[src/rtl/audio_pwm_dac.sv]
// PWM audio DAC: a free-running period counter, a double-buffered sample path and a
// per-period gain ramp that fades the output in and out when the enable level changes.
module audio_pwm_dac #(
    parameter int WIDTH     = 9,
    parameter int RAMP_STEP = 64
) (
    input  logic             i_clk,
    input  logic             i_rst_n,
    input  logic [WIDTH-1:0] i_sample,
    input  logic             i_sample_stb,
    input  logic             i_enable,
    output logic             o_pwm,
    output logic             o_period_stb,
    output logic             o_active,
    output logic [8:0]       o_gain
);

    localparam logic [WIDTH-1:0] CNT_MAX = '1;
    localparam int               PROD_W  = WIDTH + 9;
    localparam logic [9:0]       STEP    = 10'(RAMP_STEP);
    localparam logic [9:0]       UNITY   = 10'd256;

    typedef enum logic [1:0] {
        IDLE,
        RAMP_UP,
        RUN,
        RAMP_DOWN
    } state_t;

    state_t            state_reg, state_next;
    logic [WIDTH-1:0]  cnt_reg;
    logic [WIDTH-1:0]  pending_reg;
    logic [WIDTH-1:0]  duty_reg, duty_next;
    logic [8:0]        gain_reg, gain_next;
    logic              pwm_reg;
    logic              period_stb_reg;
    logic              active_reg;

    logic              boundary;
    logic [WIDTH-1:0]  src;
    logic [PROD_W-1:0] product;
    logic [9:0]        gain_up;
    logic [8:0]        gain_up_sat;
    logic [8:0]        gain_down_sat;

    // A sample strobed on the boundary cycle itself bypasses the pending buffer.
    always_comb begin
        boundary  = (cnt_reg == CNT_MAX);
        src       = i_sample_stb ? i_sample : pending_reg;
        product   = PROD_W'(src) * PROD_W'(gain_reg);
        duty_next = WIDTH'(product >> 8);
    end

    always_comb begin
        gain_up       = {1'b0, gain_reg} + STEP;
        gain_up_sat   = (gain_up >= UNITY) ? 9'd256 : gain_up[8:0];
        gain_down_sat = ({1'b0, gain_reg} <= STEP) ? 9'd0 : 9'(({1'b0, gain_reg} - STEP));
    end

    // Leaving IDLE or RUN applies a step on the same edge; reversing mid-ramp holds gain one period.
    always_comb begin
        state_next = state_reg;
        gain_next  = gain_reg;
        if (boundary) begin
            case (state_reg)
                IDLE: begin
                    gain_next = 9'd0;
                    if (i_enable) begin
                        gain_next  = gain_up_sat;
                        state_next = (gain_up_sat == 9'd256) ? RUN : RAMP_UP;
                    end
                end
                RAMP_UP: begin
                    if (!i_enable) begin
                        state_next = RAMP_DOWN;
                    end else begin
                        gain_next  = gain_up_sat;
                        state_next = (gain_up_sat == 9'd256) ? RUN : RAMP_UP;
                    end
                end
                RUN: begin
                    gain_next = 9'd256;
                    if (!i_enable) begin
                        gain_next  = gain_down_sat;
                        state_next = (gain_down_sat == 9'd0) ? IDLE : RAMP_DOWN;
                    end
                end
                RAMP_DOWN: begin
                    if (i_enable) begin
                        state_next = RAMP_UP;
                    end else begin
                        gain_next  = gain_down_sat;
                        state_next = (gain_down_sat == 9'd0) ? IDLE : RAMP_DOWN;
                    end
                end
                default: begin
                    state_next = IDLE;
                    gain_next  = 9'd0;
                end
            endcase
        end
    end

    always_ff @(posedge i_clk) begin
        if (!i_rst_n) begin
            state_reg      <= IDLE;
            gain_reg       <= 9'd0;
            active_reg     <= 1'b0;
        end else begin
            state_reg      <= state_next;
            gain_reg       <= gain_next;
            active_reg     <= (state_next != IDLE);
        end
    end

    always_ff @(posedge i_clk) begin
        if (!i_rst_n) begin
            cnt_reg        <= '0;
            pending_reg    <= '0;
            duty_reg       <= '0;
            pwm_reg        <= 1'b0;
            period_stb_reg <= 1'b0;
        end else begin
            cnt_reg        <= cnt_reg + 1'b1;
            if (i_sample_stb) begin
                pending_reg <= i_sample;
            end
            if (boundary) begin
                duty_reg <= duty_next;
            end
            pwm_reg        <= (cnt_reg < duty_reg);
            period_stb_reg <= (cnt_reg == '0);
        end
    end

    assign o_pwm        = pwm_reg;
    assign o_period_stb = period_stb_reg;
    assign o_active     = active_reg;
    assign o_gain       = gain_reg;

endmodule
[config.mk]
export PLATFORM = sky130hd
export DESIGN_NAME = audio_pwm_dac
export DESIGN_NICKNAME = d
export VERILOG_FILES = /design/src/rtl/audio_pwm_dac.sv
export SDC_FILE = /design/constraint.sdc
export NUM_CORES = 1
export LEC_CHECK = 0
export BUFFER_PORTS_ARGS = -buffer_cell sky130_fd_sc_hd__buf_2
export CORE_ASPECT_RATIO = 1.1
export CORE_MARGIN = 2
export CORE_UTILIZATION = 55
export DETAILED_ROUTE_END_ITERATION = 8
export GPL_TIMING_DRIVEN = 0
export PLACE_DENSITY_LB_ADDON = 0.3
export SLEW_MARGIN = 20
export SYNTH_ARGS = -nofsm -noshare
export SYNTH_HDL_FRONTEND = slang
export SYNTH_SLANG_ARGS = --single-unit
[constraint.sdc]
create_clock -name i_clk -period 7.48 [get_ports i_clk]
set_clock_uncertainty 0.2 [all_clocks]
set_input_delay 1.496 -clock i_clk [delete_from_list [all_inputs] [get_ports i_clk]]
set_output_delay 1.496 -clock i_clk [all_outputs]
set_load 0.01 [all_outputs]
## Word-level counts from Yosys, hierarchy flattened

Cells that the tools add are included.

| word-level totals | value |
|---|---|
| bits in registers | 41 |
| output and inout port bits | 12 |
| word-level logic and storage cells | 43 |

| cells by class | value |
|---|---|
| add/sub/neg operators | 3 |
| $mul | 1 |
| order comparisons | 3 |
| eq/ne operators | 7 |
| mux-type cells | 16 |
| reduce and logical (&&, ||, !) cells | 5 |

Operators with widths:

| operator | count |
|---|---|
| two-way mux 9 bit | 7 |
| case mux 9 bit (4 select lines) | 1 |
| equality test 9 bit (second input constant) | 2 |
| logical NOT 9 bit | 2 |
| multiplier 9 x 9 -> 17 bit | 1 |
| two-way mux 2 bit | 7 |
| adder 9 x 7 -> 10 bit (second input constant) | 1 |
| >= comparator 10 x 9 -> 1 bit (second input constant) | 1 |
| adder 9 x 1 -> 9 bit (second input constant) | 1 |
| less-or-equal comparator 9 x 7 -> 1 bit (second input constant) | 1 |
| less-than comparator 9 bit | 1 |
| subtractor 9 x 7 -> 9 bit (second input constant) | 1 |
| case mux 2 bit (4 select lines) | 1 |
| equality test 2 bit (second input constant) | 2 |
| inequality test 2 bit (second input constant) | 2 |
| AND reduction 3 bit | 1 |
| equality test 2 x 1 -> 1 bit (second input constant) | 1 |
| logical NOT 2 bit | 1 |
| nonzero test 2 bit | 1 |

## Longest topological paths before layout

Gate-level depths: netlist (run 1).

| depth | value |
|---|---|
| depth in word-level cells | 9 |
| mapped depth | 19 |
| depth with buffers taken out | 17 |

## Worst setup path before layout (run 1)

Ideal clock, no wire load.

| path | value |
|---|---|
| path kind | input port to flip-flop |
| start point | input port i_sample_stb |
| end point | register duty_reg[7] |
| setup time | 116 ps |
| arrival | 6078 ps |
| slack | 1086 ps |
| stages on the path | 17 |
| buffers on the path | 3 |
| cells stage by stage | buf_6 -> clkbuf_1 -> mux2_2 -> and2_1 -> fa_1 -> fa_1 -> fa_1 -> inv_1 -> fa_1 -> inv_1 -> ha_1 -> clkbuf_1 -> nand3_1 -> a2111oi_4 -> nor2_1 -> mux2i_1 -> a31o_1 |

| between the ends | value |
|---|---|
| longest elaborated chain between the ends | 2 |

RTL lines:

| item | RTL line | text |
|---|---|---|
| start, declared | 10 | `input logic i_sample_stb,` |
| two-way mux 9 bit | -- |  |
| multiplier 9 x 9 -> 17 bit | 50 | `product = PROD_W'(src) * PROD_W'(gain_reg);` |
| end signal, assigned | 129 | `duty_reg <= duty_next;` |
| end, declared | 33 | `logic [WIDTH-1:0] duty_reg, duty_next;` |

Every way passes these cells.
A chain may end at the register's enable or synchronous reset.

## Worst setup path in the final report (run 1)

| path | value |
|---|---|
| start point | input port i_sample_stb |
| end point | register duty_reg[6] |

The elaborated chain is that of the path after synthesis.

==> run summary, run 1 <==
Routed len/inst = 14.7 µm
Initial DRC count = 135
Post-synth EDFFs = 0
Clock transition at the registers of the reported paths = 0.09 ns
Rows = 34
Asr flop ratio synth = 0%
Max-cap violations = 0
Power Total = 0.427 mW
Static leakage = 2.29 nW
Worst-Margin Slew = 0.600 ns
# Post-CTS Setup Buffers = 0
Final hold violations = 0
Max-slew violations = 0
Register area share after synthesis = 18.4%
Syn Std Cell Area = 4470 µm²
DIE WIDTH = 89.9 µm
Die height = 98.5 µm
Synth top area share = 21.5%
Worst Hold End = duty_reg[5]$_SDFFE_PN0P_
Port buffer count = 22
Cell accounting for the most synthesized area = fa_1
Synth Flop Type = dfxtp_1
Fin area = 4810 µm²
Final period util = 88.7%
Max_slew headroom = 60.0%
Avg Vias per Cell = 5.50
Power per Cell Area = 88.9 nW/µm²
Post-route ant nets = 0
Syn_nets = 626
CTS resizes = 0
H-tree Lvls = 2
Worst skew pair latency = 0.30 ns
# clock sinks = 41
Number of global-route vias before repair = 3666
Final Util = 60.7%
Ratio of cells with drive above 1 in the final layout = 8.20%
DP HPWL = 7860 µm
Initial Util = 56.5%
#FFs+latches synth = 41
Placed Instance Area = 4710 µm²
Core area = 7910 µm²
Setup TNS Final = 0 ns
CTS buffer count = 5
Largest net degree at the start of global routing = 16
Ys Warns = 0
Clock Tree Root = clkbuf_8
Max Clk Rate = 0.151 GHz
Max Buffers Root-to-Sink = 2
Crit end category = flop
Most frequent cell after synthesis = inv_1
Post-synth top cells = 72 x inv_1, 48 x fa_1, 47 x nand2_1
Number of remaining DRC errors = 0
Routability cong. = 0.879
Antenna violations before repair = 0
Hold wc startpoint = duty_reg[5]$_SDFFE_PN0P_
GRT Overall Usage = 23.3%
Yosys cell types = 51
CTS tree = yes
Worst-path fanout max = 10
FF-to-FF setup slack = 1.85 ns
Worst EP arrival = 6.61 ns
Grt ovf = 0
Hold crit path type = reg -> reg
Hold buffers post-CTS = 0
Area contributors post-synth = fa_1 22%, dfxtp_1 18%, ha_1 13%, inv_1 6.1%, and2_1 5.3%
Die area = 8860 µm²
Min cycle time layout = 6.63 ns
Post-Route WL = 9680 µm
Required time of the critical path = 7.46 ns
RSZ-0062 raised after global routing = no
Setup violators final = 0
Reg2reg start = o_gain[6]$_SDFFE_PN0P_
Crit start category = primary input
R2R Path End = duty_reg[6]$_SDFFE_PN0P_
Area delta synth->final = 7.59%
Max VDD drop = 0.129 mV
I/O pins = 25
Worst hold slack = 0.270 ns
Avg Cell Area, Syn = 8.61 µm²
Net count, final = 655
Status = completed
Via count = 3613
Critical path class = in -> reg
Synth Instances = 519
FF-to-FF path depth = 17
ANT cells = 0
Hold path cells = 2
Initial DRT Pass Iterations = 5
First-pass GRT wire length = 16900 µm
[cell usage in the layout (no fill, tap or decap), types with 8 or more instances in the layout]
cell	Yosys	final
a21oi_1	15	15
and2_1	38	38
and3_1	9	9
buf_2	0	22
clkbuf_1	20	20
dfxtp_1	41	41
fa_1	48	48
ha_1	46	46
inv_1	72	72
mux2_2	8	8
mux2i_1	10	10
nand2_1	47	47
nand3_1	16	16
nand3b_1	8	8
nor2_1	35	35
nor2b_1	9	9
nor3_1	8	8
o21ai_0	14	14
xnor2_1	9	9
[worst max-delay path by stage]
stage,cells past startpoint,start,to,slack [ns]
after floorplan,17,i_sample_stb,duty_reg[7]$_SDFFE_PN0P_,1.09
after detailed placement,18,i_sample_stb,duty_reg[6]$_SDFFE_PN0P_,0.61
after global routing,18,i_sample_stb,duty_reg[6]$_SDFFE_PN0P_,0.63
final,18,i_sample_stb,duty_reg[6]$_SDFFE_PN0P_,0.85
after global placement,18,i_sample_stb,duty_reg[6]$_SDFFE_PN0P_,0.66
after CTS,18,i_sample_stb,duty_reg[6]$_SDFFE_PN0P_,0.90
[stage by stage]
stage	cells	setup WS [ns]
after floorplan	519	1.09
after global placement	649	0.660
after detailed placement	649	0.611
after CTS	657	0.900
after global routing	657	0.628
final	657	0.849
[layer usage]
metal | GRT usage (%) | wire [µm]
met3 | 3.44 | 420
met4 | 4.38 | 65
met1 | 30.2 | 4290
met5 | 0 | 0
met2 | 42.0 | 4900
[critical path: stages]
cell and delay, ns:
buf_6 0.11, clkbuf_1 0.48, mux2_2 0.47, and2_1 0.20, fa_1 0.56, fa_1 0.46
fa_1 0.55, inv_1 0.06, fa_1 0.54, inv_1 0.05, ha_1 0.26, clkbuf_1 0.25
and3_1 0.23, nand2_1 0.08, a211oi_1 0.39, o21ai_1 0.19, nand4_1 0.13, o211ai_1 0.10
[layout make-up]
type / instances / area [µm²]
flip-flops and latches: 41 / 821
inverters: 74 / 278
well taps: 108 / 135
clock buffers: 5 / 68.8
clock inverters: 3 / 25.0
repair buffers: 22 / 110
plain buffers: 21 / 86.3
multi-input cells: 383 / 3280
fillers: 727 / 3110
[where the power goes]
part	switching [mW]	total, mW	internal (mW)	leakage [nW]
sequential	0.00355	0.227	0.223	0.333
combinational	0.0264	0.0440	0.0176	1.91
clock	0.0889	0.156	0.0675	0.0447
total	0.119	0.427	0.308	2.29
[logic make-up (layout without fill, tap and decap cells)]
logic type | Yosys count | after routing | share of synthesized area [%]
AND/OR/NAND/NOR | 191 | 191 | 22.0
buffers and inverters | 95 | 125 | 8.15
adder cells (fa/ha/maj) | 94 | 94 | 34.4
AO/OA/AOI/OAI | 68 | 68 | 10.3
flip-flops | 41 | 41 | 18.4
multiplexers | 19 | 19 | 4.57
XOR/XNOR | 11 | 11 | 2.16
Note: power is estimated with default switching activity, not from simulation.
==> run 2: changes to the inputs <==
--- a/config.mk
+++ b/config.mk
@@ -8,7 +8,8 @@
 export BUFFER_PORTS_ARGS = -buffer_cell sky130_fd_sc_hd__buf_2
 export CORE_ASPECT_RATIO = 1.1
 export CORE_MARGIN = 2
-export CORE_UTILIZATION = 55
+export CORE_UTILIZATION = 60
+export CTS_CLUSTER_SIZE = 25
 export DETAILED_ROUTE_END_ITERATION = 8
 export GPL_TIMING_DRIVEN = 0
 export PLACE_DENSITY_LB_ADDON = 0.3
==> run summary, run 2 (synthesized netlist as in run 1, its figures left out) <==
Status = completed
Largest net degree at the start of global routing = 14 (-2)
H-tree Lvls = 2 (unchanged)
Hold path cells = 2 (unchanged)
Ratio of cells with drive above 1 in the final layout = 8.20% (unchanged)
Crit start category = primary input
Rows = 33 (-2.9%)
FF-to-FF path depth = 17 (unchanged)
Max-cap violations = 0 (unchanged)
Post-route ant nets = 0 (unchanged)
Worst skew pair latency = 0.30 ns (about the same)
Most common cell after layout, fill and taps aside = inv_1
DP HPWL = 7920 µm (+0.76%)
Initial DRT Pass Iterations = 5 (unchanged)
Static leakage = 2.30 nW (+0.55%)
Max VDD drop = 0.0853 mV (-34%)
Max Clk Rate = 0.151 GHz (+0.40%)
Clock transition at the registers of the reported paths = 0.09 ns (about the same)
CTS buffer count = 5 (unchanged)
Max_slew headroom = 58.5% (-1.5 points)
Post-Route WL = 9890 µm (+2.1%)
Grt ovf = 0 (unchanged)
Area delta synth->final = 7.59% (unchanged)
Critical path, cell by cell = buf_6, clkbuf_1, mux2_2, and2_1, fa_1, fa_1, fa_1, inv_1, fa_1, inv_1, ha_1, clkbuf_1, and3_1, nand2_1, a211oi_1, o21ai_1, nand4_1, o211ai_1
CP dominant cell by count = fa_1
DIE WIDTH = 86.3 µm (-4.1%)
Min cycle time layout = 6.60 ns (-0.0267 ns)
GRT Overall Usage = 26.1% (+2.8 points)
Worst EP arrival = 6.59 ns (-0.02 ns)
Critical path class = in -> reg
Hold buffers post-CTS = 0 (unchanged)
Final hold violations = 0 (unchanged)
RSZ-0062 raised after global routing = no
Multi-input logic area = 3280 µm² (unchanged)
Register area = 821 µm² (unchanged)
Worst Hold End = duty_reg[5]$_SDFFE_PN0P_
Initial Util = 60.8% (+4.3 points)
Avg Vias per Cell = 5.75 (+4.5%)
Net count, final = 655 (unchanged)
Required time of the critical path = 7.46 ns (about the same)
Initial DRC count = 178 (+32%)
CTS resizes = 0 (unchanged)
Non-filler cells, final = 636 (-3.2%)
Die area = 8150 µm² (-8.0%)
Port buffer count = 22 (unchanged)
Max-slew violations = 0 (unchanged)
Routability cong. = 0.833 (-5.3%)
Worst hold slack = 0.281 ns (+0.0107 ns)
Power per Cell Area = 96.9 nW/µm² (+9.0%)
Die height = 94.5 µm (-4.1%)
Final Util = 65.4% (+4.7 points)
Final worst slack = 0.876 ns (+0.0267 ns)
# Post-CTS Setup Buffers = 0 (unchanged)
FF-to-FF setup slack = 2.04 ns (+0.19 ns)
Via count = 3656 (+1.2%)
First-pass GRT wire length = 16600 µm (-1.7%)
CTS tree = yes
Cells after DPL = 628 (-3.2%)
Hold wc startpoint = duty_reg[5]$_SDFFE_PN0P_
Final period util = 88.3% (-0.36 points)
Number of remaining DRC errors = 0 (unchanged)
Hold crit path type = reg -> reg
Antenna violations before repair = 0 (unchanged)
Slowest cell delay on critical path = 0.55 ns (about the same)
Clock Tree Root = clkbuf_8
Setup violators final = 0 (unchanged)
I/O pins = 25 (unchanged)
R2R Path End = duty_reg[6]$_SDFFE_PN0P_
FILL cells = 652 (-10%)
Slowest CP cell = fa_1
Reg2reg start = o_gain[6]$_SDFFE_PN0P_
Setup TNS Final = 0 ns (unchanged)
Crit end category = flop
Most used cells in the layout excluding fill and tap cells = 72 x inv_1, 48 x fa_1, 47 x nand2_1
Worst-path fanout max = 10 (unchanged)
Routed len/inst = 15.5 µm (+5.5%)
Number of global-route vias before repair = 3543 (-3.4%)
ANT cells = 0 (unchanged)
Worst-Margin Slew = 0.623 ns (+0.0224 ns)
Core area = 7350 µm² (-7.1%)
# clock sinks = 41 (unchanged)
Max Buffers Root-to-Sink = 2 (unchanged)
Pre-CTS setup slack = 0.595 ns (-0.0168 ns)
run 2: cell types whose count changed in the layout (fill, tap and decap cells not counted):
| cell | change |
|---|---|
| bufinv_16 | +1 |
| clkbuf_8 | +1 |
| clkinv_4 | -1 |
| inv_6 | -1 |
run 2: area by class of cell:
type	count	area share, %
buffer	21	1.80
sequential	41	17.1
clock buffer	6	1.72
timing repair buffer	22	2.29
clock inverter	2	0.781
multi-input combinational	383	68.3
tap	87	2.27
inverter	74	5.78
run 2: worst max-delay path by stage:
stage                             from                       end  slack, ns  cells after the start
final                     i_sample_stb  duty_reg[6]$_SDFFE_PN0P_       0.88                     18
after detailed placement  i_sample_stb  duty_reg[7]$_SDFFE_PN0P_       0.59                     17
after CTS                 i_sample_stb  duty_reg[6]$_SDFFE_PN0P_       0.91                     18
after floorplan           i_sample_stb  duty_reg[7]$_SDFFE_PN0P_       1.09                     17
after global routing      i_sample_stb  duty_reg[6]$_SDFFE_PN0P_       0.63                     18
after global placement    i_sample_stb  duty_reg[6]$_SDFFE_PN0P_       0.64                     18
run 2: through the flow:
stage	total power, mW	cell area (µm²)
2_1_floorplan	0.260	4470
3_3_place_gp	0.275	4690
3_5_place_dp	0.277	4690
4_1_cts	0.468	4810
5_1_grt	0.481	4810
6_report	0.466	4810
run 2: worst max-delay path, delay by kind of cell:
kind / cells / cell delay [ns]
fa+ha+maj: 5 / 2.34
buf+inv: 5 / 0.96
compound gates: 3 / 0.66
simple gates: 4 / 0.63
mux: 1 / 0.49
run 2: where the power goes:
part	switching (mW)	total [mW]	internal [mW]
sequential	0.00357	0.227	0.223
combinational	0.0273	0.0450	0.0177
clock	0.0852	0.194	0.109
total	0.116	0.466	0.350
run 2: per-layer routing:
layer	vias up	GRT usage, %	routed length, µm
li1	1760	-	-
met1	1775	32.6	4330
met2	101	46.8	4980
met3	20	4.28	429
met4	0	6.77	153
met5	-	0	0
==> run 3: changes to the inputs <==
--- a/config.mk
+++ b/config.mk
@@ -8,7 +8,7 @@
 export BUFFER_PORTS_ARGS = -buffer_cell sky130_fd_sc_hd__buf_2
 export CORE_ASPECT_RATIO = 1.1
 export CORE_MARGIN = 2
-export CORE_UTILIZATION = 60
+export CORE_UTILIZATION = 63
 export CTS_CLUSTER_SIZE = 25
 export DETAILED_ROUTE_END_ITERATION = 8
 export GPL_TIMING_DRIVEN = 0
==> run summary, run 3 (synthesized netlist as in run 1, its figures left out) <==
Worst EP arrival = 6.55 ns (-0.04 ns)
Largest net degree at the start of global routing = 14 (unchanged)
Hold buffers post-CTS = 0 (unchanged)
Seq pwr share = 49.2% (+0.5 points)
Clock Tree Root = clkbuf_8
RSZ-0062 raised after global routing = no
First-pass GRT wire length = 17400 µm (+4.5%)
Clock transition at the registers of the reported paths = 0.09 ns (about the same)
Sw Share = 25.9% (+0.97 points)
Crit end category = flop
DP HPWL = 8000 µm (+1.0%)
CTS buffer count = 5 (unchanged)
H-tree Lvls = 2 (unchanged)
Max-slew violations = 0 (unchanged)
Final period util = 87.7% (-0.59 points)
# Post-CTS Setup Buffers = 0 (unchanged)
Net count, final = 655 (unchanged)
Initial DRT Pass Iterations = 4 (-1)
Worst-Margin Slew = 0.572 ns (-0.0508 ns)
Power per Cell Area = 96.1 nW/µm² (-0.85%)
Max Buffers Root-to-Sink = 2 (unchanged)
GRT Overall Usage = 28.1% (+2.0 points)
Required time of the critical path = 7.47 ns (about the same)
Number of global-route vias before repair = 3784 (+6.8%)
Ratio of cells with drive above 1 in the final layout = 8.01% (-0.18 points)
I/O pins = 25 (unchanged)
Core area = 6930 µm² (-5.8%)
Fin area = 4790 µm² (-0.23%)
Die height = 92.3 µm (-2.3%)
Area delta synth->final = 7.34%
Initial Util = 64.5% (+3.7 points)
CTS tree = yes
Die area = 7780 µm² (-4.6%)
# clock sinks = 41 (unchanged)
Clk pwr share = 40.9% (-0.7 points)
Sw power = 0.119 mW (+2.8%)
Initial DRC count = 81 (-54%)
Via count = 3620 (-0.98%)
Hold crit path type = reg -> reg
Port buffer count = 22 (unchanged)
Antenna violations before repair = 0 (unchanged)
Min cycle time layout = 6.56 ns (-0.0438 ns)
Avg Vias per Cell = 5.71 (-0.67%)
Static leakage = 2.30 nW (about the same)
ANT cells = 0 (unchanged)
Max-cap violations = 0 (unchanged)
CTS resizes = 0 (unchanged)
Setup TNS Final = 0 ns (unchanged)
Gate power share = 9.8% (about the same)
Placed Instance Area = 4680 µm² (about the same)
Max_slew headroom = 61.1% (+2.6 points)
Number of remaining DRC errors = 0 (unchanged)
Critical path class = in -> reg
Crit start category = primary input
Status = completed
Post-route ant nets = 0 (unchanged)
Rows = 32 (-3.0%)
Setup violators final = 0 (unchanged)
Post-Route WL = 9940 µm (+0.54%)
Routed len/inst = 15.7 µm (+0.85%)
Worst skew pair latency = 0.31 ns (about the same)
Most common cell after layout, fill and taps aside = inv_1
Worst-path fanout max = 10 (unchanged)
Final hold violations = 0 (unchanged)
DIE WIDTH = 84.3 µm (-2.3%)
Max VDD drop = 0.0925 mV (+8.4%)
Max Clk Rate = 0.152 GHz (+0.67%)
Routability cong. = 0.925 (+11%)
Grt ovf = 0 (unchanged)
Int Power = 0.341 mW (-2.4%)
Final Util = 69.2% (+3.8 points)
Most used cells in the layout excluding fill and tap cells = 72 x inv_1, 48 x fa_1, 47 x nand2_1
==> run 3: changes by cell type in the layout (fill, tap and decap cells not counted), sizes merged <==
cell / delta
clkinvlp: -1
clkinv: +1
==> run 3: routing by layer <==
layer | global-route usage (%) | share of wire, %
met1 | 34.3 | 41
met2 | 49.5 | 51
met3 | 4.46 | 5.3
met4 | 11.0 | 2.9
met5 | 0 | 0
==> run 3: power groups by stage <==
stage	registers [mW]	clock network [mW]	logic, mW
finish	0.227	0.189	0.0453
global route	0.228	0.199	0.0491
CTS	0.227	0.192	0.0449
detailed placement	0.232	0	0.0447
global placement	0.232	0	0.0434
floorplan	0.232	0	0.0283
==> run 3: worst paths after layout <==
path                                          startpoint                       end  slack [ns]  depth (start not counted)
worst max register to register    o_gain[6]$_SDFFE_PN0P_  duty_reg[6]$_SDFFE_PN0P_        1.99                         17
worst min-delay path            duty_reg[5]$_SDFFE_PN0P_  duty_reg[5]$_SDFFE_PN0P_        0.27                          2
worst max-delay path                        i_sample_stb  duty_reg[6]$_SDFFE_PN0P_        0.92                         18
worst min register to register  duty_reg[5]$_SDFFE_PN0P_  duty_reg[5]$_SDFFE_PN0P_        0.27                          2
==> run 3: final cells by class <==
class / count / area (µm²)
plain buffers: 21 / 86.3
clock buffers: 6 / 72.6
clock inverters: 2 / 38.8
fillers: 549 / 2130
inverters: 74 / 278
multi-input cells: 383 / 3280
flip-flops and latches: 41 / 821
well taps: 85 / 106
repair buffers: 22 / 110
==> run 3: critical path: stages <==
cell and delay, ns:
buf_6 0.12, clkbuf_1 0.47, mux2_2 0.49, and2_1 0.20, fa_1 0.56, fa_1 0.45, fa_1 0.54, inv_1 0.06
fa_1 0.55, inv_1 0.05, ha_1 0.26, clkbuf_1 0.25, and3_1 0.22, nand2_1 0.06, a211oi_1 0.37, o21ai_1 0.18
nand4_1 0.13, o211ai_1 0.10
==> run 3: per-stage QoR <==
step / std cells / power, mW / hold WS [ns] / setup WS (ns)
2_1_floorplan: 519 / 0.260 / 0.240 / 1.09
3_3_place_gp: 626 / 0.275 / 0.252 / 0.685
3_5_place_dp: 626 / 0.277 / 0.260 / 0.644
4_1_cts: 634 / 0.464 / 0.273 / 0.939
5_1_grt: 634 / 0.475 / 0.282 / 0.619
6_report: 634 / 0.461 / 0.269 / 0.919
